### config.mk
export PLATFORM = sky130hd
export DESIGN_NAME = run_monitor
export DESIGN_NICKNAME = d
export VERILOG_FILES = /design/src/rtl/run_monitor_pkg.sv /design/src/rtl/sat_counter.sv /design/src/rtl/run_monitor.sv
export SDC_FILE = /design/constraint.sdc
export NUM_CORES = 1
export LEC_CHECK = 0
export BUFFER_PORTS_ARGS = -buffer_cell sky130_fd_sc_hd__buf_4
export CELL_PAD_IN_SITES_DETAIL_PLACEMENT = 1
export CELL_PAD_IN_SITES_GLOBAL_PLACEMENT = 1
export CORE_ASPECT_RATIO = 0.6
export CORE_MARGIN = 2
export CORE_UTILIZATION = 42
export CTS_BUF_LIST = sky130_fd_sc_hd__clkbuf_8
export CTS_CLUSTER_DIAMETER = 150
export DETAILED_ROUTE_END_ITERATION = 8
export PLACE_DENSITY_LB_ADDON = 0.12
export SYNTH_ARGS = -nofsm -noshare
export SYNTH_HDL_FRONTEND = slang
export SYNTH_SLANG_ARGS = --single-unit
### constraint.sdc
create_clock -name clk -period 5.2 [get_ports clk]
set_input_delay 1.3 -clock clk [delete_from_list [all_inputs] [get_ports clk]]
set_output_delay 1.3 -clock clk [all_outputs]
set_load 0.005 [all_outputs]
### src/rtl/run_monitor_pkg.sv
// Shared types and helpers for the run_monitor supervisor.
package run_monitor_pkg;

    // Supervisor states; encodings are fixed so they can be observed externally.
    typedef enum logic [1:0] {
        HOLD    = 2'd0,
        RUN     = 2'd1,
        DONE    = 2'd2,
        TIMEOUT = 2'd3
    } state_t;

    // Widest counter the all-ones helper can describe.
    localparam int unsigned MAX_CNT_W = 64;

    // All-ones value for a counter of width w, right-aligned in 64 bits.
    function automatic logic [MAX_CNT_W-1:0] all_ones(input int unsigned w);
        logic [MAX_CNT_W-1:0] v;
        if (w >= MAX_CNT_W) begin
            v = '1;
        end else begin
            v = (64'd1 << w) - 64'd1;
        end
        return v;
    endfunction

    // Width of the hold counter: clog2(HOLD_CYCLES+1), never below 1.
    function automatic int unsigned hold_cnt_w(input int unsigned hold_cycles);
        int unsigned w;
        w = $clog2(hold_cycles + 1);
        if (w < 1) begin
            w = 1;
        end
        return w;
    endfunction

endpackage

### src/rtl/sat_counter.sv
// Saturating up-counter: synchronous clear, increments on inc, sticks at all-ones.
module sat_counter
    import run_monitor_pkg::*;
#(
    parameter int unsigned W = 8
) (
    input  logic         clk,
    input  logic         reset,
    input  logic         clr,
    input  logic         inc,
    output logic [W-1:0] q
);

    localparam logic [W-1:0] ALL_ONES = W'(all_ones(W));

    // Count up on inc, holding at all-ones instead of wrapping.
    always_ff @(posedge clk) begin
        if (reset || clr) begin
            q <= '0;
        end else if (inc && (q != ALL_ONES)) begin
            q <= q + W'(1);
        end
    end

endmodule

### src/rtl/run_monitor.sv
// Run supervisor: holds the downstream DUT in reset for HOLD_CYCLES, then
// counts run cycles and per-channel events, ending in DONE (all targets met)
// or TIMEOUT (cycle budget spent). Optional LED heartbeat is enabled by
// defining RUN_MONITOR_HEARTBEAT_EN; otherwise heartbeat is tied low.
module run_monitor
    import run_monitor_pkg::*;
#(
    parameter int unsigned N_CH          = 4,
    parameter int unsigned CNT_W         = 16,
    parameter int unsigned CYC_W         = 24,
    parameter int unsigned HOLD_CYCLES   = 16,
    parameter int unsigned MAX_CYCLES    = 30000,
    parameter int unsigned HEARTBEAT_DIV = 6000000
) (
    input  logic                  clk,
    input  logic                  reset,
    input  logic [N_CH-1:0]       event_i,
    input  logic [N_CH*CNT_W-1:0] target_i,
    output logic                  dut_reset,
    output logic                  running,
    output logic                  done,
    output logic                  timeout,
    output logic [CYC_W-1:0]      cycle_count,
    output logic [N_CH*CNT_W-1:0] event_count,
    output logic [N_CH-1:0]       chan_done,
    output logic                  heartbeat
);

    localparam int unsigned       HOLD_W    = hold_cnt_w(HOLD_CYCLES);
    localparam logic [HOLD_W-1:0] HOLD_LAST = HOLD_W'(HOLD_CYCLES - 1);
    localparam logic [CNT_W-1:0]  CNT_MAX   = CNT_W'(all_ones(CNT_W));
    localparam logic [CYC_W-1:0]  CYC_MAX   = CYC_W'(all_ones(CYC_W));
    localparam logic [CYC_W-1:0]  CYC_LIMIT = CYC_W'(MAX_CYCLES);

    state_t              r_state;
    logic [HOLD_W-1:0]   r_hold;
    logic                r_dut_reset;
    logic                r_running;
    logic                r_done;
    logic                r_timeout;

    logic                  w_in_run;
    logic                  w_cnt_clr;
    logic [N_CH-1:0]       w_evt_inc;
    logic [CYC_W-1:0]      w_cyc_nxt;
    logic [N_CH*CNT_W-1:0] w_evt_nxt;
    logic [N_CH-1:0]       w_chan_done_nxt;
    logic                  w_all_done_nxt;
    logic                  w_budget_hit;

    assign w_in_run  = (r_state == RUN);
    assign w_cnt_clr = (r_state == HOLD);
    assign w_evt_inc = w_in_run ? event_i : '0;

    sat_counter #(.W(CYC_W)) u_cyc_cnt (
        .clk   (clk),
        .reset (reset),
        .clr   (w_cnt_clr),
        .inc   (w_in_run),
        .q     (cycle_count)
    );

    for (genvar g = 0; g < N_CH; g++) begin : g_evt
        sat_counter #(.W(CNT_W)) u_evt_cnt (
            .clk   (clk),
            .reset (reset),
            .clr   (w_cnt_clr),
            .inc   (w_evt_inc[g]),
            .q     (event_count[g*CNT_W +: CNT_W])
        );
    end

    // Predict the counter values after this edge so exits see the final count;
    // also derive the per-channel done flags from the registered counts.
    always_comb begin
        w_cyc_nxt       = cycle_count;
        w_evt_nxt       = event_count;
        w_chan_done_nxt = '0;
        chan_done       = '0;
        if (w_in_run && (cycle_count != CYC_MAX)) begin
            w_cyc_nxt = cycle_count + CYC_W'(1);
        end
        for (int unsigned i = 0; i < N_CH; i++) begin
            if (w_evt_inc[i] && (event_count[i*CNT_W +: CNT_W] != CNT_MAX)) begin
                w_evt_nxt[i*CNT_W +: CNT_W] = event_count[i*CNT_W +: CNT_W] + CNT_W'(1);
            end
            w_chan_done_nxt[i] = (w_evt_nxt[i*CNT_W +: CNT_W] >= target_i[i*CNT_W +: CNT_W]);
            chan_done[i]       = (event_count[i*CNT_W +: CNT_W] >= target_i[i*CNT_W +: CNT_W]);
        end
        w_all_done_nxt = &w_chan_done_nxt;
        w_budget_hit   = (w_cyc_nxt >= CYC_LIMIT);
    end

    // Supervisor FSM with registered status outputs; DONE takes priority over TIMEOUT.
    always_ff @(posedge clk) begin
        if (reset) begin
            r_state     <= HOLD;
            r_hold      <= '0;
            r_dut_reset <= 1'b1;
            r_running   <= 1'b0;
            r_done      <= 1'b0;
            r_timeout   <= 1'b0;
        end else begin
            case (r_state)
                HOLD: begin
                    if (r_hold == HOLD_LAST) begin
                        r_state     <= RUN;
                        r_dut_reset <= 1'b0;
                        r_running   <= 1'b1;
                    end else begin
                        r_hold <= r_hold + HOLD_W'(1);
                    end
                end
                RUN: begin
                    if (w_all_done_nxt) begin
                        r_state   <= DONE;
                        r_running <= 1'b0;
                        r_done    <= 1'b1;
                    end else if (w_budget_hit) begin
                        r_state   <= TIMEOUT;
                        r_running <= 1'b0;
                        r_timeout <= 1'b1;
                    end
                end
                DONE, TIMEOUT: begin
                end
                default: begin
                    r_state <= HOLD;
                end
            endcase
        end
    end

    assign dut_reset = r_dut_reset;
    assign running   = r_running;
    assign done      = r_done;
    assign timeout   = r_timeout;

`ifdef RUN_MONITOR_HEARTBEAT_EN
    localparam int unsigned     HB_W         = $clog2(HEARTBEAT_DIV + 1);
    localparam int unsigned     HB_FAST      = (HEARTBEAT_DIV / 4 > 0) ? HEARTBEAT_DIV / 4 : 1;
    localparam logic [HB_W-1:0] HB_RUN_LAST  = HB_W'(HEARTBEAT_DIV - 1);
    localparam logic [HB_W-1:0] HB_FAST_LAST = HB_W'(HB_FAST - 1);

    logic [HB_W-1:0] r_hb_div;
    logic            r_heartbeat;

    // LED heartbeat: slow blink in RUN, solid in DONE, fast blink in TIMEOUT.
    always_ff @(posedge clk) begin
        if (reset) begin
            r_hb_div    <= '0;
            r_heartbeat <= 1'b0;
        end else begin
            case (r_state)
                HOLD: begin
                    r_hb_div    <= '0;
                    r_heartbeat <= 1'b0;
                end
                RUN: begin
                    if (r_hb_div >= HB_RUN_LAST) begin
                        r_hb_div    <= '0;
                        r_heartbeat <= ~r_heartbeat;
                    end else begin
                        r_hb_div <= r_hb_div + HB_W'(1);
                    end
                end
                DONE: begin
                    r_heartbeat <= 1'b1;
                end
                TIMEOUT: begin
                    // divider may carry a larger value over from RUN, hence >=
                    if (r_hb_div >= HB_FAST_LAST) begin
                        r_hb_div    <= '0;
                        r_heartbeat <= ~r_heartbeat;
                    end else begin
                        r_hb_div <= r_hb_div + HB_W'(1);
                    end
                end
                default: begin
                    r_heartbeat <= 1'b0;
                end
            endcase
        end
    end

    assign heartbeat = r_heartbeat;
`else
    assign heartbeat = 1'b0;
`endif

endmodule

==> flow_summary.toml <==
[run_status]
status = "finished, final reports clean"

[placement]
post-dp-hpwl_mm = 17.8
gp_congestion = 0.805
portBuffers = 165
dpl_cell_area_sq_um = 9230

[finish]
fin_nets = 1269
antenna_cells = 0
drive_gt1_share_pct = 18.9
finish.instance_area_sq_um = 9420
syn2layout_area_growth_pct = 21.7

[yosys]
synth-async-reset-ratio_pct = 0
synth_edf_count = 0
synth.top_cell.area_share_pct = 25.6
yosysTopAreaCell = "dfxtp_1"
synth_nets = 1108
yosysUniqueCellTypes = 58
ys_seq_area_share_pct = 25.6
synth-warning-count = 0
synth_cells = 903
netlist_area_sq_um = 7740
ys_ff_latch = 99
syn_area_per_cell_sq_um = 8.57
synth.area.top_cells = "dfxtp_1 (26%), ha_1 (22%), xnor2_1 (5.4%), and2_1 (5.3%), a21o_1 (4.6%)"
synth_ff_type = "dfxtp_1"

[power]
intPower_w = 0.00105
p_leak_nw = 4.81
power_frac_comb_pct = 9.2
p_sw_w = 0.000365
swShare_pct = 25.8
sequentialPowerShare_pct = 53.9
clkPwrFrac_pct = 36.9
p_per_area_nw_per_um2 = 150
peakVddDrop_uv = 99.7

[floorplanning]
initial_utilization_pct = 42.8
die_w_microns = 179
coreArea_sq_um = 18100
dieArea_sq_um = 19600
die_y_microns = 109
ios = 167
num_rows = 38

[global_routing]
grt_max_degree = 42
grt_pass1_wl_mm = 35.7
grt_pass1_vias = 6996
gr-total-overflow = 0
track_usage_pct = 23.2
grt_antenna_before_repair = 0

[critical_path]
required_ps = 3900
cp.buffers_inverters = 2
start_kind = "input pin"
path_common_cell = "a21o_1"
critical-path-top-delay-family = "compound AO/OA/AOI/OAI gates"
cp_slowest_stage_delay_ps = 410
path_cells = "buf_4 -> ha_1 -> nand2b_1 -> a21o_1 -> a21o_1 -> a21o_1 -> a21o_1 -> a21o_1 -> a2111oi_0 -> o31ai_1 -> buf_4"
worstPathArrival_ps = 3440
slowest_stage = "a2111oi_0"
crit_path_end_kind = "output port"
crit_type = "input pin to output port"
crit_fanout = 2

[job]
cap_violations = 0

[clock_network]
path_clk_slew_ps = 100
cts_max_level = 3
holdBufCountCts = 0
clk_latency_ps = 400
clock_path_buffers = 2
cts_resized = 0
cts_tree = "done"
root_buffer = "clkbuf_8"
post-cts-setup-buffers = 0
cts_buffers = 9
cts.sinks = 99

[drt]
num_vias = 6966
vias_per_cell = 5.33
drt-pass1-iter-count = 4
wl_mm = 22.2
drt-initial-drc-count = 279
wl_per_cell_microns = 17.0
drc = 0
antenna_left = 0

[timing]
finalSetupTns_ps = 0
fmax_ghz = 0.211
setup_viol = 0
rsz0062_at_grt = "no"
hold_viol = 0
worst_slew_pin_slew_ps = 734
skew_ps = 10.9
finalCriticalPeriod_ps = 4740
relSlewSlack_pct = 50.7
timing.final.crit_share_pct = 91.1
slew_viol_final = 0

[worst_hold_path]
min_path_type = "register to register"
==> per-layer routing <==
layer,track usage (%),wire length [microns],share of wire [%],vias to the layer above
met2,34.6,9090,41,123
met5,0,0,0,-
li1,-,-,-,3525
met3,4.60,1160,5.2,16
met4,4.95,247,1.1,0
met1,34.2,11700,53,3302
==> final timing paths <==
kind | startpoint | endpoint | slack, ps | cells past startpoint
min reg2reg | dut_reset | dut_reset | 490 | 1
max reg2reg | g_evt[0].u_evt_cnt.q[9] | timeout | 1010 | 14
max | target_i[48] | chan_done[3] | 460 | 11
min | dut_reset | dut_reset | 490 | 1
==> Yosys cell counts (7+ instances only) <==
| master | number |
|---|---|
| xnor2_1 | 48 |
| a211oi_1 | 7 |
| nand2_1 | 44 |
| dfxtp_1 | 99 |
| and4_1 | 11 |
| o21a_1 | 8 |
| and3_1 | 16 |
| o21ai_0 | 18 |
| nor2_1 | 68 |
| a21o_1 | 47 |
| nand4_1 | 32 |
| and2_1 | 65 |
| a21oi_1 | 26 |
| ha_1 | 135 |
| inv_1 | 75 |
| nand3_1 | 33 |
| nand2b_1 | 11 |
| nor4_1 | 14 |
| xor2_1 | 37 |
| clkbuf_1 | 15 |
| o211ai_1 | 9 |
| nor3_1 | 17 |
==> power by group through the flow <==
stage / Combinational [W] / Sequential [W] / Clock [W]
after detailed placement: 0.000130 / 0.000779 / 0
after floorplan: 0.0000656 / 0.000779 / 0
after global placement: 0.000125 / 0.000779 / 0
final: 0.000130 / 0.000761 / 0.000522
after CTS: 0.000131 / 0.000761 / 0.000544
after global routing: 0.000149 / 0.000762 / 0.000565
==> through the flow <==
stage | hold slack, ps | utilization (%) | std cells | setup slack [ps] | total power, W
after floorplan | 451 | - | 903 | 912 | 0.000844
after global placement | 469 | 51.1 | 1293 | 486 | 0.000904
after detailed placement | 473 | 51.1 | 1293 | 492 | 0.000909
after CTS | 498 | 52.1 | 1308 | 476 | 0.00144
after global routing | 508 | 52.1 | 1308 | 363 | 0.00148
final | 489 | 52.1 | 1308 | 463 | 0.00141
==> registers in the layout (all words and copies together), names as in the netlist <==
name	cells
timeout	1
dut_reset	1
g_evt.u_evt_cnt.q	64
done	1
r_hold	5
u_cyc_cnt.q	24
running	1
r_state	2
==> final cells by class <==
type	instances	area, sq um
clock buffers	9	124
repair buffers	171	1280
fillers	2210	8650
multi-input cells	708	5380
inverters	75	282
flip-flops and latches	99	1980
well taps	240	300
clock inverters	6	67.6
==> placed cells by master, fill, tap and decap left out, types with 14 or more instances in the layout <==
cell type | synthesis | layout
nor3_1 | 17 | 17
and2_1 | 65 | 65
a21o_1 | 47 | 47
ha_1 | 135 | 135
and3_1 | 16 | 16
nand2_1 | 44 | 44
buf_4 | 3 | 171
o21ai_0 | 18 | 18
nand4_1 | 32 | 32
xor2_1 | 37 | 37
nor4_1 | 14 | 14
xnor2_1 | 48 | 48
dfxtp_1 | 99 | 99
nand3_1 | 33 | 33
inv_1 | 75 | 75
a21oi_1 | 26 | 26
nor2_1 | 68 | 67
==> logic make-up after synthesis <==
family | count (synthesis) | synth area share [%]
multiplexers | 8 | 1.10
AND/OR/NAND/NOR | 331 | 23.1
flip-flops | 99 | 25.6
adder cells (fa/ha/maj) | 135 | 21.8
other | 1 | 0.0485
XOR/XNOR | 85 | 9.62
AO/OA/AOI/OAI | 148 | 13.7
buffers and inverters | 96 | 5.01
(Power assumes the default switching activity.)
